### config.mk
export PLATFORM = sky130hd
export DESIGN_NAME = regfile_writeback
export DESIGN_NICKNAME = d
export VERILOG_FILES = /design/src/rtl/regfile_writeback_pkg.sv /design/src/rtl/regfile_writeback_fifo.sv /design/src/rtl/regfile_writeback.sv
export SDC_FILE = /design/constraint.sdc
export NUM_CORES = 1
export LEC_CHECK = 0
export ABC_AREA = 0
export BUFFER_PORTS_ARGS = -buffer_cell sky130_fd_sc_hd__buf_2
export CAP_MARGIN = 20
export CORE_ASPECT_RATIO = 0.75
export CORE_MARGIN = 3
export CORE_UTILIZATION = 45
export DETAILED_ROUTE_END_ITERATION = 10
export PLACE_DENSITY_LB_ADDON = 0.08
export SYNTH_ARGS = -nofsm -noshare
export SYNTH_HDL_FRONTEND = slang
export SYNTH_HIERARCHICAL = 1
export SYNTH_SLANG_ARGS = --single-unit
### constraint.sdc
create_clock -name i_clk -period 5.8 [get_ports i_clk]
set_input_delay 1.16 -clock i_clk [delete_from_list [all_inputs] [get_ports i_clk]]
set_output_delay 1.16 -clock i_clk [all_outputs]
set_load 0.005 [all_outputs]
### src/rtl/regfile_writeback_pkg.sv
// Shared types and defaults for the register-file write-back front end.
package regfile_writeback_pkg;
   localparam int WORD          = 8;
   localparam int WB_DATA_W     = 4 * WORD;
   localparam int WB_ADDR_SPACE = 5;
   localparam int WB_FIFO_DEPTH = 2;

   typedef enum logic {
      SRC_ALU = 1'b0,
      SRC_MEM = 1'b1
   } wb_src_e;
endpackage

### src/rtl/regfile_writeback_fifo.sv
// In-order FIFO of {addr, data} beats with a per-entry valid/address view.
module regfile_writeback_fifo
   import regfile_writeback_pkg::*;
#(
   parameter int WIDTH      = WB_DATA_W,
   parameter int ADDR_SPACE = WB_ADDR_SPACE,
   parameter int DEPTH      = WB_FIFO_DEPTH
) (
   input  logic                             i_clk,
   input  logic                             i_rst_n,
   input  logic                             i_push,
   input  logic                             i_pop,
   input  logic [ADDR_SPACE-1:0]            i_addr,
   input  logic [WIDTH-1:0]                 i_data,
   output logic                             o_full,
   output logic                             o_empty,
   output logic [ADDR_SPACE-1:0]            o_head_addr,
   output logic [WIDTH-1:0]                 o_head_data,
   output logic [DEPTH-1:0]                 o_ent_vld,
   output logic [DEPTH-1:0][ADDR_SPACE-1:0] o_ent_addr
);
   localparam int PW = $clog2(DEPTH);
   localparam int CW = PW + 1;

   logic [ADDR_SPACE-1:0] r_addr [DEPTH];
   logic [WIDTH-1:0]      r_data [DEPTH];
   logic [DEPTH-1:0]      r_vld;
   logic [PW-1:0]         r_rd;
   logic [PW-1:0]         r_wr;
   logic [CW-1:0]         r_cnt;
   logic                  w_push;
   logic                  w_pop;

   assign o_full  = (r_cnt == CW'(DEPTH));
   assign o_empty = (r_cnt == '0);
   assign w_push  = i_push && !o_full;
   assign w_pop   = i_pop && !o_empty;

   // Pointers wrap naturally since DEPTH is a power of two.
   always_ff @(posedge i_clk or negedge i_rst_n) begin
      if (!i_rst_n) begin
         r_vld <= '0;
         r_rd  <= '0;
         r_wr  <= '0;
         r_cnt <= '0;
      end else begin
         if (w_pop) begin
            r_vld[r_rd] <= 1'b0;
            r_rd        <= r_rd + 1'b1;
         end
         if (w_push) begin
            r_vld[r_wr] <= 1'b1;
            r_wr        <= r_wr + 1'b1;
         end
         case ({w_push, w_pop})
            2'b10:   r_cnt <= r_cnt + 1'b1;
            2'b01:   r_cnt <= r_cnt - 1'b1;
            default: r_cnt <= r_cnt;
         endcase
      end
   end

   always_ff @(posedge i_clk) begin
      if (w_push) begin
         r_addr[r_wr] <= i_addr;
         r_data[r_wr] <= i_data;
      end
   end

   assign o_head_addr = r_addr[r_rd];
   assign o_head_data = r_data[r_rd];
   assign o_ent_vld   = r_vld;

   always_comb begin
      o_ent_addr = '0;
      for (int i = 0; i < DEPTH; i++) begin
         o_ent_addr[i] = r_addr[i];
      end
   end
endmodule

### src/rtl/regfile_writeback.sv
// Two-source write-back front end: per-source FIFOs, round-robin arbitration
// onto the single register-file write port, and a pending-destination bitmap.
module regfile_writeback
   import regfile_writeback_pkg::*;
#(
   parameter int                    WIDTH         = WB_DATA_W,
   parameter int                    ADDR_SPACE    = WB_ADDR_SPACE,
   parameter logic [ADDR_SPACE-1:0] ZERO_REGISTER = '0,
   parameter int                    FIFO_DEPTH    = WB_FIFO_DEPTH
) (
   input  logic                       i_clk,
   input  logic                       i_rst_n,
   input  logic                       i_alu_valid,
   output logic                       o_alu_ready,
   input  logic [ADDR_SPACE-1:0]      i_alu_addr,
   input  logic [WIDTH-1:0]           i_alu_data,
   input  logic                       i_mem_valid,
   output logic                       o_mem_ready,
   input  logic [ADDR_SPACE-1:0]      i_mem_addr,
   input  logic [WIDTH-1:0]           i_mem_data,
   output logic                       o_wr_en,
   output logic [ADDR_SPACE-1:0]      o_wr_addr,
   output logic [WIDTH-1:0]           o_wr_data,
   output logic [2**ADDR_SPACE-1:0]   o_pend_mask,
   output logic                       o_busy
);
   localparam int NREG = 2**ADDR_SPACE;

   logic                                  w_alu_full, w_alu_empty, w_mem_full, w_mem_empty;
   logic                                  w_alu_push, w_mem_push, w_gnt_alu, w_gnt_mem;
   logic [ADDR_SPACE-1:0]                 w_alu_head_addr, w_mem_head_addr, w_sel_addr;
   logic [WIDTH-1:0]                      w_alu_head_data, w_mem_head_data, w_sel_data;
   logic [FIFO_DEPTH-1:0]                 w_alu_ent_vld, w_mem_ent_vld;
   logic [FIFO_DEPTH-1:0][ADDR_SPACE-1:0] w_alu_ent_addr, w_mem_ent_addr;
   logic [NREG-1:0]                       w_pend;
   wb_src_e                               r_rr;
   logic                                  r_wr_en;
   logic [ADDR_SPACE-1:0]                 r_wr_addr;
   logic [WIDTH-1:0]                      r_wr_data;

   // Ready depends only on stored occupancy, and is held low during reset.
   assign o_alu_ready = !w_alu_full && i_rst_n;
   assign o_mem_ready = !w_mem_full && i_rst_n;
   assign w_alu_push  = i_alu_valid && o_alu_ready && (i_alu_addr != ZERO_REGISTER);
   assign w_mem_push  = i_mem_valid && o_mem_ready && (i_mem_addr != ZERO_REGISTER);

   regfile_writeback_fifo #(.WIDTH(WIDTH), .ADDR_SPACE(ADDR_SPACE), .DEPTH(FIFO_DEPTH)) u_alu_fifo (
      .i_clk       (i_clk),
      .i_rst_n     (i_rst_n),
      .i_push      (w_alu_push),
      .i_pop       (w_gnt_alu),
      .i_addr      (i_alu_addr),
      .i_data      (i_alu_data),
      .o_full      (w_alu_full),
      .o_empty     (w_alu_empty),
      .o_head_addr (w_alu_head_addr),
      .o_head_data (w_alu_head_data),
      .o_ent_vld   (w_alu_ent_vld),
      .o_ent_addr  (w_alu_ent_addr)
   );

   regfile_writeback_fifo #(.WIDTH(WIDTH), .ADDR_SPACE(ADDR_SPACE), .DEPTH(FIFO_DEPTH)) u_mem_fifo (
      .i_clk       (i_clk),
      .i_rst_n     (i_rst_n),
      .i_push      (w_mem_push),
      .i_pop       (w_gnt_mem),
      .i_addr      (i_mem_addr),
      .i_data      (i_mem_data),
      .o_full      (w_mem_full),
      .o_empty     (w_mem_empty),
      .o_head_addr (w_mem_head_addr),
      .o_head_data (w_mem_head_data),
      .o_ent_vld   (w_mem_ent_vld),
      .o_ent_addr  (w_mem_ent_addr)
   );

   assign w_gnt_alu  = !w_alu_empty && (w_mem_empty || (r_rr == SRC_ALU));
   assign w_gnt_mem  = !w_mem_empty && !w_gnt_alu;
   assign w_sel_addr = w_gnt_alu ? w_alu_head_addr : w_mem_head_addr;
   assign w_sel_data = w_gnt_alu ? w_alu_head_data : w_mem_head_data;

   // Round-robin pointer only moves after a contested grant.
   always_ff @(posedge i_clk or negedge i_rst_n) begin
      if (!i_rst_n) begin
         r_rr      <= SRC_ALU;
         r_wr_en   <= 1'b0;
         r_wr_addr <= '0;
         r_wr_data <= '0;
      end else begin
         if (!w_alu_empty && !w_mem_empty) begin
            r_rr <= (r_rr == SRC_ALU) ? SRC_MEM : SRC_ALU;
         end
         r_wr_en <= w_gnt_alu || w_gnt_mem;
         if (w_gnt_alu || w_gnt_mem) begin
            r_wr_addr <= w_sel_addr;
            r_wr_data <= w_sel_data;
         end
      end
   end

   always_comb begin
      w_pend = '0;
      for (int i = 0; i < FIFO_DEPTH; i++) begin
         if (w_alu_ent_vld[i]) w_pend[w_alu_ent_addr[i]] = 1'b1;
         if (w_mem_ent_vld[i]) w_pend[w_mem_ent_addr[i]] = 1'b1;
      end
      if (r_wr_en) w_pend[r_wr_addr] = 1'b1;
      w_pend[ZERO_REGISTER] = 1'b0;
   end

   assign o_pend_mask = w_pend;
   assign o_busy      = !w_alu_empty || !w_mem_empty || r_wr_en;
   assign o_wr_en     = r_wr_en;
   assign o_wr_addr   = r_wr_addr;
   assign o_wr_data   = r_wr_data;
endmodule

==> metrics.csv, run 1 <==
stage,metric,value,unit
outcome,status,finished clean,
clock_tree,clock sinks,199,
timing,total negative slack,0,ps
placed_design,hpwl dp,16500,µm
timing,setup ws final,2550,ps
critical_path,startpoint types,flip-flop,
global_routing,largest net degree at the start of global routing,41,
yosys,register area share after synthesis,62.1,%
critical_path,worst flop-to-flop path startpoint,u_mem_fifo/r_cnt[0]$_DFFE_PN0P_,
clock_tree,total setup buffers inserted after CTS,0,
floorplan,row count,44,
clock_tree,H-tree levels,4,
timing,Worst Max-Slew Pin Slew,1050,ps
power,Switch Pwr,1.76,mW
layout,diode count,0,
power,Cell Pwr Density,478,nW/µm²
timing,setup violators final,0,
yosys,Synth Area per Inst,14.5,µm²
yosys,"EDFF count, synth",148,
timing,Max Slew Vio Count,0,
clock_tree,Clock Path Buffers,2,
yosys,Yosys reg bits,199,
timing,Final min period,3250,ps
layout,Multi-input gate area,3350,µm²
critical_path,crit end category,primary output,
floorplan,I/O pins,151,
detailed_routing,Initial DRT Pass Iterations,5,
critical_path,CP required,4640,ps
timing,RSZ-0062 raised after global routing,no,
global_routing,global route overflow,0,
yosys,ys flop type,edfxtp_1,
yosys,post-synth net total,716,
clock_tree,Num CTS Buffers,17,
timing,Rel. slew slack,30.0,%
layout,nets,863,
timing,final hold vios,0,
power,Net Sw Frac,33.9,%
layout,Filler cells,1638,
power,Comb pwr share,33.9,%
layout,flip-flop and latch area,5720,µm²
power,clock network power share,22.1,%
detailed_routing,drt total wl,23500,µm
detailed_routing,Detail Route Antenna Nets,0,
critical_path,crit-path max FO,16,
yosys,Synth async-reset ratio,25.6,%
clock_tree,Clock transition at path regs,70,ps
yosys,Cells after Synth,636,
clock_tree,hold_buf cts,0,
critical_path,reg2reg end,u_alu_fifo/r_cnt[1]$_DFFE_PN0P_,
power,maximum VDD drop,0.218,mV
placed_design,placed cells,1017,
timing,Setup Skew,16.3,ps
layout,Layout Cells excl Fill,1049,
yosys,Post-synth top cells,"edfxtp_1 (148), mux2_2 (131), dfrtp_1 (51)",
yosys,Mapped Area,9210,µm²
critical_path,Worst Reg-to-Reg Cells,8,
critical_path,worst path arrival time,2090,ps
power,Seq pwr share,44.0,%
detailed_routing,detailed-route via count,6168,
yosys,Synth top area share,48.3,%
global_routing,All-Layer GR Usage,21.1,%
yosys,cell type with the largest total area after synthesis,edfxtp_1,
critical_path,crit path kind,flip-flop to primary output,
clock_tree,CTS root buf,clkbuf_16,
hold_path,Hold Path Class,flip-flop to flip-flop,
timing,Max Clk Rate,0.308,GHz
timing,Final Cycle Share,56.0,%
placed_design,dpl ws,2060,ps
floorplan,Core ar.,19700,µm²
critical_path,max incr delay on CP,720,ps
flow_run,number of max-cap violations,0,
floorplan,chip width,171,µm
layout,area grow syn2layout,17.4,%
layout,layout cells sized above 1,43.0,%
clock_tree,# resized after CTS,0,
critical_path,R2R Setup Slk,2820,ps
critical_path,cells along the critical path,nand2b_1 -> o22ai_1 -> or3_1 -> buf_2,
power,internal power consumption,3.42,mW
yosys,Synth area leaders,"edfxtp_1 (48%), mux2_2 (16%), dfrtp_1 (14%), mux2_1 (2.1%), and4bb_2 (2.0%)",
power,LEAKAGE,4.05,nW
yosys,Yosys warnings,6,
clock_tree,CTS tree,done,
floorplan,die area,22200,µm²
global_routing,initial antenna violation count,0,
yosys,post-synth cell types,34,
critical_path,Worst Setup EP,o_pend_mask[21],
layout,Final Util,54.9,%
critical_path,"Slowest-stage cell, CP",dfrtp_1,
yosys,"count leader, synth",edfxtp_1,
global_routing,number of global-route vias before repair,6122,
detailed_routing,Initial DRC Count,582,
detailed_routing,Via density,5.88,
placed_design,gpl congestion,0.927,
floorplan,die height,130,µm
placed_design,PortBufs,149,
global_routing,first-pass GRT wire length,35500,µm
critical_path,start point of the critical path,o_wr_addr[1]$_DFFE_PN0P_,
detailed_routing,Residual DRC,0,
clock_tree,worst skew pair latency,430,ps
detailed_routing,Avg WL per Cell,22.4,µm
floorplan,Starting Density,46.7,%
==> metal layers <==
metal  track usage (%)  wire [µm]  vias up
met5                 0          0        -
met1              32.4      11100     3120
li1                  -          -     2781
met4              4.68        212        0
met2              31.6      10600      248
met3              3.85       1520       19
==> kinds of logic (layout without fill, tap and decap cells) <==
logic type      Yosys count  in the layout  synth area share, %
simple gates            177            177                 11.8
buf+inv                  33            193                 1.85
mux                     148            148                 18.1
compound gates           65             65                 4.72
fa+ha+maj                 2              2                0.272
xor+xnor                 11             11                 1.05
other cells               1              1               0.0407
flops                   199            199                 62.1
==> stage by stage <==
step	area, µm²	power (mW)	hold slack, ps
floorplan	9210	3.42	461
global placement	10200	3.99	502
detailed placement	10200	4.06	517
CTS	10800	5.22	531
global route	10800	5.46	553
finish	10800	5.17	529
==> power by group through the flow <==
stage               Combinational [mW]  Sequential [mW]  Clock, mW
floorplan                         1.34             2.08          0
global placement                  1.70             2.29          0
detailed placement                1.75             2.30          0
CTS                               1.77             2.28       1.17
global route                      1.91             2.33       1.23
finish                            1.75             2.28       1.14
==> cells in the final DEF, fill, tap and decap left out, types with 3 or more instances in the layout <==
master,count
nand2_1,21
nor2_4,3
nor2b_1,12
clkbuf_16,17
nand2b_1,14
buf_4,3
o21ai_0,4
clkinv_4,3
buf_2,149
inv_6,4
nand3_1,23
and4bb_2,15
nand4b_1,15
or4_1,4
nor2_1,24
dfrtp_1,49
a32oi_1,4
or3_1,12
nand4_1,9
o21ai_1,4
inv_1,7
a22oi_1,22
or2_2,3
o22ai_1,28
xor2_1,3
mux2_2,131
inv_8,3
xnor2_1,8
nor4b_1,5
nor3_1,14
edfxtp_1,148
mux2_1,17
==> state kept, by name (all words and copies together), names as in the netlist <==
name / cells
u_mem_fifo/r_wr: 1
u_alu_fifo/r_rd: 1
o_wr_addr: 5
u_mem_fifo/r_cnt: 2
o_wr_en: 1
o_wr_data: 32
u_mem_fifo/r_data: 64
u_alu_fifo/r_wr: 1
r_rr: 1
u_alu_fifo/r_cnt: 2
u_alu_fifo/r_data: 64
u_mem_fifo/o_ent_vld: 2
u_mem_fifo/r_addr: 10
u_alu_fifo/r_addr: 10
u_mem_fifo/r_rd: 1
u_alu_fifo/o_ent_vld: 2
==> cell type report <==
class / instances / area share (%)
inverters: 7 / 0.243
clock buffers: 18 / 3.97
repair buffers: 154 / 7.55
flip-flops and latches: 199 / 52.9
well taps: 253 / 2.93
multi-input cells: 404 / 31.0
clock inverters: 14 / 1.40
==> worst max-delay path: cells and delay by family, from the launching register on <==
| kind | cells | cell delay [ps] |
|---|---|---|
| AND/OR/NAND/NOR | 2 | 670 |
| buffers and inverters | 1 | 140 |
| flip-flops | 1 | 720 |
| AO/OA/AOI/OAI | 1 | 120 |
==> how the worst min path moves through the flow <==
stage | start | to | slack [ps] | cells past startpoint
2_1_floorplan | r_rr$_DFFE_PN0P_ | r_rr$_DFFE_PN0P_ | 460 | 1
3_3_place_gp | u_alu_fifo/r_cnt[1]$_DFFE_PN0P_ | u_alu_fifo/r_cnt[1]$_DFFE_PN0P_ | 500 | 1
3_5_place_dp | r_rr$_DFFE_PN0P_ | r_rr$_DFFE_PN0P_ | 520 | 1
4_1_cts | r_rr$_DFFE_PN0P_ | r_rr$_DFFE_PN0P_ | 530 | 1
5_1_grt | r_rr$_DFFE_PN0P_ | r_rr$_DFFE_PN0P_ | 550 | 1
6_report | r_rr$_DFFE_PN0P_ | r_rr$_DFFE_PN0P_ | 530 | 1
Note: power is estimated with default switching activity, not from simulation.
==> run 2: changes to the inputs <==
==> constraint.sdc (replaced) <==
create_clock -name i_clk -period 2.9 [get_ports i_clk]
set_input_delay 0.58 -clock i_clk [delete_from_list [all_inputs] [get_ports i_clk]]
set_output_delay 0.58 -clock i_clk [all_outputs]
set_load 0.005 [all_outputs]
==> metrics.csv, run 2 (same netlist as run 1, synthesis figures left out) <==
stage,metric,value,unit,change
hold_path,Hold Path Class,input port to flip-flop,,
layout,Filler cells,1633,,-0.31%
timing,Final Cycle Share,98.5,%,
layout,Final Cell Area,10900,µm²,+1.2%
global_routing,All-Layer GR Usage,21.5,%,+0.39 points
clock_tree,Clock transition at path regs,80,ps,about the same
global_routing,global route hottest layer,met1,,
placed_design,PortBufs,149,,unchanged
critical_path,cells along the critical path,nor4b_1 -> a22oi_1 -> nand3_1 -> buf_2,,
clock_tree,CTS root buf,clkbuf_16,,
layout,Multi-input gate area,3350,µm²,unchanged
clock_tree,CTS tree,done,,
timing,setup violators final,0,,unchanged
timing,Rel. slew slack,38.3,%,+8.3 points
detailed_routing,detailed-route via count,6196,,+0.45%
global_routing,first-pass GRT wire length,35800,µm,+0.80%
flow_run,number of max-cap violations,0,,unchanged
detailed_routing,drt total wl,23400,µm,about the same
floorplan,die area,22200,µm²,unchanged
clock_tree,Clock Path Buffers,2,,unchanged
detailed_routing,Via density,5.83,,-0.78%
placed_design,Placement Cell Area,10300,µm²,+0.93%
timing,Setup Skew,16.4,ps,+0.131 ps
critical_path,crit-path max FO,9,,-7
timing,final hold vios,0,,unchanged
critical_path,CP required,2320,ps,-2320 ps
critical_path,R2R Setup Slk,740,ps,-2080 ps
detailed_routing,Avg WL per Cell,22.1,µm,-1.3%
critical_path,worst flop-to-flop path startpoint,u_mem_fifo/r_cnt[0]$_DFFE_PN0P_,,
placed_design,hpwl dp,17000,µm,+2.8%
detailed_routing,Detail Route Antenna Nets,0,,unchanged
critical_path,CP Depth,4,,unchanged
critical_path,crit path kind,flip-flop to primary output,,
timing,setup ws final,44.0,ps,-2510 ps
detailed_routing,Initial DRT Pass Iterations,6,,+1
clock_tree,# resized after CTS,0,,unchanged
clock_tree,clock sinks,199,,unchanged
power,maximum VDD drop,0.472,mV,+120%
detailed_routing,Residual DRC,0,,unchanged
clock_tree,hold_buf cts,1,,+1
critical_path,WP buf/inv,1,,unchanged
hold_path,hold path startpoint,i_alu_data[23],,
critical_path,"Slowest-stage cell, CP",nor4b_1,,
placed_design,gpl congestion,0.972,,+4.8%
floorplan,Starting Density,46.7,%,unchanged
layout,diode count,0,,unchanged
power,LEAKAGE,4.12,nW,+1.7%
global_routing,largest net degree at the start of global routing,50,,+22%
critical_path,startpoint types,flip-flop,,
clock_tree,Num CTS Buffers,17,,unchanged
critical_path,worst path arrival time,2280,ps,+190 ps
global_routing,met1 Use GR,31.4,%,-0.97 points
critical_path,Worst Reg-to-Reg Cells,9,,+1
timing,Max Slew Vio Count,0,,unchanged
global_routing,global route overflow,0,,unchanged
layout,Layout Cells excl Fill,1062,,+1.2%
outcome,status,finished clean,,
global_routing,number of global-route vias before repair,6240,,+1.9%
clock_tree,H-tree levels,4,,unchanged
layout,"most common cell after layout, fill and taps aside",buf_2,,
floorplan,die height,130,µm,unchanged
timing,hold slack final,332,ps,-197 ps
timing,Final min period,2860,ps,
floorplan,Core ar.,19700,µm²,unchanged
critical_path,max incr delay on CP,840,ps,+120 ps
layout,nets,876,,+1.5%
critical_path,Top delay family on crit path,simple AND/OR/NAND/NOR gates,,
global_routing,initial antenna violation count,2,,+2
layout,area grow syn2layout,18.8,%,
power,Cell Pwr Density,955,nW/µm²,+100%
timing,total negative slack,0,ps,unchanged
timing,Worst Max-Slew Pin Slew,912,ps,-137 ps
placed_design,dpl ws,648,ps,-1410 ps
global_routing,GR Util met3,7.69,%,+3.8 points
critical_path,crit end category,primary output,,
detailed_routing,Initial DRC Count,629,,+8.1%
floorplan,chip width,171,µm,unchanged
timing,RSZ-0062 raised after global routing,no,,
global_routing,GR Layer Usage met2,31.0,%,-0.63 points
layout,flip-flop and latch area,5720,µm²,unchanged
clock_tree,worst skew pair latency,430,ps,about the same
layout,"commonest non-fill, non-tap cells in the layout","buf_2 (149), edfxtp_1 (148), mux2_2 (131), dfrtp_1 (49), o22ai_1 (28)",,
timing,Max Clk Rate,0.350,GHz,
floorplan,I/O pins,151,,unchanged
power,Total Power,10.4,mW,+100%
critical_path,reg2reg end,u_mem_fifo/r_cnt[1]$_DFFE_PN0P_,,
hold_path,Worst Hold Depth,1,,unchanged
hold_path,Min-Delay Endpoint,u_alu_fifo/r_data[1][23]$_DFFE_PP_,,
floorplan,row count,44,,unchanged
placed_design,placed cells,1029,,+1.2%
layout,layout cells sized above 1,43.9,%,+0.92 points
layout,Final Util,55.5,%,+0.65 points
clock_tree,total setup buffers inserted after CTS,0,,unchanged
-- run 2: changes by cell type in the layout (fill, tap and decap cells not counted), sizes merged --
cell / change
buf: +12
clkinvlp: +2
clkbuf: -1
clkinv: -1
dlygate4sd3: +1
-- run 2: worst max path at each step --
stage | start | endpoint | slack (ps)
6_report | u_mem_fifo/r_addr[0][3]$_DFFE_PP_ | o_pend_mask[1] | 40
3_5_place_dp | i_rst_n | u_mem_fifo/r_data[0][24]$_DFFE_PP_ | 650
3_3_place_gp | u_mem_fifo/r_addr[0][3]$_DFFE_PP_ | o_pend_mask[1] | 700
5_1_grt | u_mem_fifo/r_addr[0][3]$_DFFE_PP_ | o_pend_mask[2] | 3
4_1_cts | u_mem_fifo/r_addr[0][3]$_DFFE_PP_ | o_pend_mask[1] | 230
2_1_floorplan | i_rst_n | u_alu_fifo/r_addr[0][0]$_DFFE_PP_ | 420
-- run 2: report_power, final --
group	total (mW)	switching (mW)	internal, mW
Sequential	4.38	0.630	3.75
Clock	2.34	1.16	1.17
Combinational	3.73	1.73	1.99
-- run 2: per-layer routing --
| metal | wire length [µm] | share of wire [%] | vias up |
|---|---|---|---|
| met1 | 11100 | 47 | 3109 |
| li1 | - | - | 2807 |
| met4 | 236 | 1.0 | 4 |
| met5 | 40 | 0.17 | - |
| met2 | 10100 | 43 | 256 |
| met3 | 1950 | 8.3 | 20 |
-- run 2: layout make-up --
| cell class | count | share of cell area [%] |
|---|---|---|
| timing repair buffer | 167 | 8.42 |
| sequential | 199 | 52.3 |
| tap | 253 | 2.89 |
| clock inverter | 15 | 1.62 |
| inverter | 7 | 0.240 |
| multi-input combinational | 404 | 30.6 |
| clock buffer | 17 | 3.89 |
